## src/rtl/nodesplit_rtl.sv

```systemverilog
`default_nettype none
// ============================================================================
//  Module      : nodesplit_rtl
//  Description : 1-to-4 split node. A data token and a control token are
//                joined and the data is routed to the output port chosen by
//                ctrl_data[1:0]. Each output port owns a one-entry register,
//                so a stalled port only blocks tokens addressed to it.
//  Options     : NODESPLIT_BROADCAST_EN - ctrl_data[2]=1 copies the data
//                into all four ports (BCAST state).
//  Revision    : 1.0 - initial release
// ============================================================================
module nodesplit_rtl #(
  parameter int W  = 11,
  parameter int CW = 3
) (
  input  logic           CLK,
  input  logic           _RESET,
  input  logic [W-1:0]   in_data,
  input  logic           in_valid,
  output logic           in_ready,
  input  logic [CW-1:0]  ctrl_data,
  input  logic           ctrl_valid,
  output logic           ctrl_ready,
  output logic [4*W-1:0] out_data,
  output logic [3:0]     out_valid,
  input  logic [3:0]     out_ready
);

`ifdef NODESPLIT_BROADCAST_EN
  typedef enum logic [0:0] {
    IDLE  = 1'b0,
    BCAST = 1'b1
  } state_t;
`else
  typedef enum logic [0:0] {
    IDLE = 1'b0
  } state_t;
`endif

  state_t     state;
  state_t     state_next;
  logic       run;
  logic [1:0] sel;
  logic [3:0] slot_free;
  logic [3:0] load;
  logic       fire;
  logic       unused_ctrl;

  assign sel       = ctrl_data[1:0];
  // A slot that is draining on this edge can take a new token on the same edge.
  assign slot_free = ~out_valid | out_ready;
  // Upper control bits only matter when broadcast is built in.
  assign unused_ctrl = ^ctrl_data[CW-1:2];

  // Data and control are consumed together or not at all.
  assign in_ready   = fire;
  assign ctrl_ready = fire;

  // Holds off consumption until the first edge after reset release.
  always_ff @(posedge CLK or negedge _RESET) begin
    if (!_RESET) run <= 1'b0;
    else         run <= 1'b1;
  end

  // State register.
  always_ff @(posedge CLK or negedge _RESET) begin
    if (!_RESET) state <= IDLE;
    else         state <= state_next;
  end

  // Join decision, slot load selection and next-state logic.
  always_comb begin
    fire       = 1'b0;
    load       = 4'b0000;
    state_next = state;
`ifdef NODESPLIT_BROADCAST_EN
    if (state == IDLE) begin
      if (ctrl_data[2]) begin
        if (run && in_valid && ctrl_valid && (&slot_free)) begin
          fire       = 1'b1;
          load       = 4'b1111;
          state_next = BCAST;
        end
      end else if (run && in_valid && ctrl_valid && slot_free[sel]) begin
        fire      = 1'b1;
        load[sel] = 1'b1;
      end
    end else begin
      // Only broadcast copies can be pending here; leave once all are taken.
      if ((out_valid & ~out_ready) == 4'b0000) state_next = IDLE;
    end
`else
    if (run && in_valid && ctrl_valid && slot_free[sel]) begin
      fire      = 1'b1;
      load[sel] = 1'b1;
    end
`endif
  end

  // Per-port one-entry output registers; load wins over drain on the same edge.
  always_ff @(posedge CLK or negedge _RESET) begin
    if (!_RESET) begin
      out_valid <= 4'b0000;
      out_data  <= '0;
    end else begin
      for (int k = 0; k < 4; k++) begin
        if (load[k]) begin
          out_valid[k]        <= 1'b1;
          out_data[k*W +: W]  <= in_data;
        end else if (out_ready[k]) begin
          out_valid[k] <= 1'b0;
        end
      end
    end
  end

endmodule
`default_nettype wire
```

## config.mk

```make
export PLATFORM = sky130hd
export DESIGN_NAME = nodesplit_rtl
export DESIGN_NICKNAME = d
export VERILOG_FILES = /design/src/rtl/nodesplit_rtl.sv
export SDC_FILE = /design/constraint.sdc
export NUM_CORES = 1
export LEC_CHECK = 0
export ABC_AREA = 1
export CAP_MARGIN = 20
export CORE_ASPECT_RATIO = 1.5
export CORE_MARGIN = 1.5
export CORE_UTILIZATION = 50
export CTS_BUF_LIST = sky130_fd_sc_hd__clkbuf_2
export DETAILED_ROUTE_END_ITERATION = 16
export PLACE_DENSITY_LB_ADDON = 0.08
export SYNTH_ARGS = -nofsm -noshare
export SYNTH_HDL_FRONTEND = slang
export SYNTH_SLANG_ARGS = --single-unit
```

## constraint.sdc

```tcl
create_clock -name CLK -period 3.99 [get_ports CLK]
set_input_delay 0.798 -clock CLK [delete_from_list [all_inputs] [get_ports CLK]]
set_output_delay 0.798 -clock CLK [all_outputs]
set_load 0.01 [all_outputs]
```

==> metrics.txt <==
Clk pwr share 19.3%; count of port buffers added during placement 70; Gate Count Post-Synth 238; Seq cells post-synth 49; MaxCap Viol Count 0; RSZ-0062 raised after global routing no; largest net degree at the start of global routing 50; top_reg_cell synth dfrtp_1; R2R Setup Slk 2.05 ns; final hold viol count 0; Worst EP required 3.19 ns; Reg-to-Reg Start out_valid[3]$_DFFE_PN0P_; most common library cells after synthesis nand2_1, dfrtp_1, nand4_1; startpoint type of the worst setup path input pin; synth unique cells 16; layout cells sized above 1 6.623%; syn_area_per_cell 8.821 µm²; initial antenna violation count 0; worst r2r path cells 9; Pint 921.5 µW; # diodes 0; postcts setup bufs 0; core footprint 0.003994 mm²; Worst Hold Class in -> async; Critical Path Sink Type output pin; drt drc 0; die area 0.004605 mm²; drt pass-1 iters 4; clk_skew 0.02587 ns; Tot Pwr 1.304 mW; crit path from ctrl_data[0]; hpwl dp 3.646 mm; reported net switching power 382.7 µW; setup violators final 0; TritonCTS clock tree built; Filler cells 320; H-Tree Depth 2; Tot GR Track Use 24.91%; Avg Vias per Cell 5.634; PD cells 451.8 mW/mm²; vias in the first global route 1827; Synth async-reset ratio 100.0%; slew at the pin closest to its max-slew limit 0.5489 ns; cell taking the most area after synthesis dfrtp_1; final WL 5.436 mm; Gate power share 30.9%; clk buf depth 2; Leakage 1.428 nW; RR Endpoint out_data[20]$_DFFE_PN0P_; Tcrit/Tclk final 81.47%; status completed; CTS root buf clkbuf_2; Sinks on Clock Net 49; chip height 82.36 µm; initial DRC count 148; first-pass GRT wire length 8.707 mm; synthesized area 0.002100 mm²; average wire per standard cell 15.67 µm; Slew headroom 63.30%; post-synth top area share 58.40%; sequential power share 49.8%; Post-CTS Hold Buffers 0; initial core utilization 52.57%; fin nets 324; crit path to in_ready; EDFF count, synth 0; Tmin final 3.251 ns; total negative slack 0 ns; most common cell in the synthesized netlist nand2_1; post-cts resize count 0; site row count 28; P&R area growth vs syn 37.49%; routability cong. 0.7320; Syn. warnings 0; worst skew pair latency 0.42 ns; CP Class in -> out; register area share after synthesis 58.40%; crit-path max FO 5; clock transition at the registers of the reported paths 0.23 ns; Vias 1955; Syn Nets 260; CTS Buf Count 5; Top Ports 72; die width 55.91 µm; Remaining Overflow, GRT 0; Peak VDD IR 0.0003292 V; Net Sw Frac 29.34%; crit path DAT 2.45 ns; leading post-synthesis cells by cell area dfrtp_1, nand2_1, nand4_1; FMAX 307.6 MHz; ANT nets after route 0; Max Transition Viols Final 0
==> stage by stage <==
step / setup WS [ns] / instance area (µm²) / utilization [%] / hold slack, ns / std cells
2_1_floorplan: 1.591 / 2100 / - / 0.5024 / 238
3_3_place_gp: 0.7616 / 2806 / 70.27 / 0.4531 / 339
3_5_place_dp: 0.7433 / 2806 / 70.27 / 0.4577 / 339
4_1_cts: 0.7387 / 2867 / 71.77 / 0.5058 / 346
5_1_grt: 0.6340 / 2887 / 72.27 / 0.1848 / 347
6_report: 0.7392 / 2887 / 72.27 / 0.2258 / 347
==> cells by family after synthesis <==
kind of cell	Yosys count	synth area share, %
and+or+nand+nor	155	34.09
DFF	49	58.40
buffers and inverters	29	6.197
AOI/OAI and AO/OA	4	1.132
other	1	0.1786
==> state kept, by name (all words and copies together) (netlist names) <==
| signal | cells |
|---|---|
| out_data | 44 |
| out_valid | 4 |
| run | 1 |
==> power groups by stage <==
stage                     combinational (mW)  clock (mW)  sequential (mW)
after floorplan                       0.0964           0            0.701
after global placement                 0.394           0            0.656
after detailed placement               0.404           0            0.656
after CTS                              0.405       0.253            0.649
after global routing                   0.437       0.275            0.661
final                                  0.404       0.252            0.649
==> area by class of cell <==
class,instances,area [µm²],share of cell area [%]
Tap cell,45,56.30,1.951
Inverter,10,37.54,1.300
Timing Repair Buffer,76,753.2,26.09
Clock inverter,2,35.03,1.214
Multi-Input combinational cell,160,753.2,26.09
Clock buffer,5,25.02,0.8669
Sequential cell,49,1226,42.48
==> critical path, stage by stage <==
cell,delay [ns]
clkdlybuf4s50_1,0.58
inv_2,0.09
nand2_1,0.09
nor2_1,0.06
nor2_2,0.11
and2_1,0.18
clkdlybuf4s50_1,0.55
==> routing by layer <==
layer  vias up  part of all wire [%]  GRT usage (%)
li1        922                     -              -
met1       936                    41          32.51
met2        82                    50          41.19
met3        15                   6.8          4.984
met4         0                   2.2          10.24
met5         -                     0              0
==> worst min-delay path by stage <==
stage	startpoint	end	depth (start not counted)
after floorplan	_RESET	out_data[0]$_DFFE_PN0P_	0
after global placement	out_data[8]$_DFFE_PN0P_	out_data[8]$_DFFE_PN0P_	2
after global routing	_RESET	out_data[0]$_DFFE_PN0P_	1
final	_RESET	out_data[1]$_DFFE_PN0P_	1
after CTS	out_data[1]$_DFFE_PN0P_	out_data[1]$_DFFE_PN0P_	2
after detailed placement	out_data[1]$_DFFE_PN0P_	out_data[1]$_DFFE_PN0P_	2
==> layout by cell type (no fill, tap or decap), drive strengths merged <==
| cell type | count |
|---|---|
| nand3 | 5 |
| conb | 1 |
| clkbuf | 5 |
| and2 | 1 |
| nand2 | 96 |
| buf | 7 |
| a21oi | 1 |
| nand4 | 46 |
| bufinv | 1 |
| clkdlybuf4s50 | 69 |
| nor2 | 7 |
| o21ai | 3 |
| dfrtp | 49 |
| clkinv | 1 |
| inv | 10 |
Note: power is estimated with default switching activity, not from simulation.
==> RTL change, RTL diff (same flow settings) <==
Build with the macro `NODESPLIT_BROADCAST_EN` defined.
--- a/src/rtl/nodesplit_rtl.sv
+++ b/src/rtl/nodesplit_rtl.sv
@@ -10,4 +10,6 @@
 //  Revision    : 1.0 - initial release
 // ============================================================================
+`define NODESPLIT_BROADCAST_EN
+
 module nodesplit_rtl #(
   parameter int W  = 11,
Behaviour: not the same (Yosys sat finds a counterexample within 4 cycles, from zero or initial values and one cycle with _RESET low).
==> RTL change against the unedited design <==
- sequential share of layout area rose by 2.0 points
- first-iteration DRC count shrank 49%
- clock power shrank 25%
- total power rose by 8.2%
- worst setup slack got worse by 0.078 ns
- routed wire length fell by 9.9%
- synthesized area increased by 0.77%
- critical path depth down 1
- cell area is 2.5% lower
- sequential cell count increased by 1
- final cell count rose by 1.7%
==> RTL change: results (changes against the unedited design) <==
----------------------------------------------------
[Placement]
  DP Cell Count ... 345 (+1.8%)
  Placer's final routability congestion estimate ... 0.902 (+23%)
  Post-Place Worst Slack ... 0.683 ns (-0.0606 ns)
  DP HPWL ... 3540 um (-2.8%)
  Area of placed instances ... 0.00276 mm2 (-1.7%)

[Pwr]
  Worst vdd rail ir drop ... 0.000312 V (-5.2%)
  Internal ... 972 uW (+5.5%)
  Combinational Power Share ... 36.5% (+5.6 points)
  Sequential power ... 709 uW (+9.2%)
  Leak ... 0.00145 uW (+1.5%)

[Worst setup path]
  R2R Setup Slk ... 1.84 ns (-0.21 ns)
  R2r startpoint ... out_valid[2]
  Worst Path Max Fanout ... 14 (+9)

[GRT]
  First-pass GRT wire length ... 7960 um (-8.6%)
  Global Route met1 Usage ... 27.5% (-5.0 points)
  Met2 track demand over resource in global routing ... 39.2% (-2.0 points)

[Synth]
  Sequential fraction of the synthesis area ... 59.1% (+0.73 points)
  Post-Syn Nets ... 264 (+1.5%)
  Top cells by area in the synthesized netlist ... dfrtp_1 (59%), nand2_1 (20%), nand3_1 (11%)

[Drt]
  DRT Wirelength ... 4900 um (-9.9%)
  Routed len/inst ... 13.9 um (-11%)
  Detailed-route vias per instance ... 5.08 (-9.9%)
  Routed wire length on met2 ... 2620 um (-3.3%)
  Violation count after the first detailed-routing iteration ... 76 (-49%)

[Finish]
  # fillers ... 348 (+8.8%)
  Number of nets in the final layout ... 330 (+1.9%)
  Regs by FF count ... out_data x44, out_valid x4

[Clock network]
  Clock latency reported for the late side of the worst-skew pair ... 0.40 ns (-0.02 ns)

[Outcome]
  Run status ... complete, no violations

----------------------------------------------------
-- RTL change: cell count changes after synthesis, moves of 2 or more --
cell and delta:
nor2_2 -2, o21ai_0 -2, inv_1 -2, buf_6 +3
nand4_1 -46, nand2_1 +16, nand3_1 +41, nor2_1 +2
clkbuf_8 +4, clkbuf_1 -6, buf_2 -5, nor3_1 +2
-- RTL change: how the worst max path moves through the flow --
stage / slack, ns / to / cells past startpoint / from
finish: 0.66 / ctrl_ready / 6 / ctrl_data[2]
global route: 0.56 / in_ready / 8 / ctrl_data[0]
CTS: 0.67 / ctrl_ready / 8 / out_ready[2]
detailed placement: 0.68 / in_ready / 8 / out_ready[2]
global placement: 0.71 / in_ready / 8 / out_ready[2]
floorplan: 1.54 / in_ready / 9 / out_ready[3]
-- RTL change: final cells by class --
type                            instances  area [um2]  area share (%)
Clock buffer                            7        35.0            1.24
Inverter                                8        30.0            1.07
Multi-Input combinational cell        170         708            25.2
Sequential cell                        50        1250            44.5
Tap cell                               45        56.3            2.00
Timing Repair Buffer                   73         733            26.1
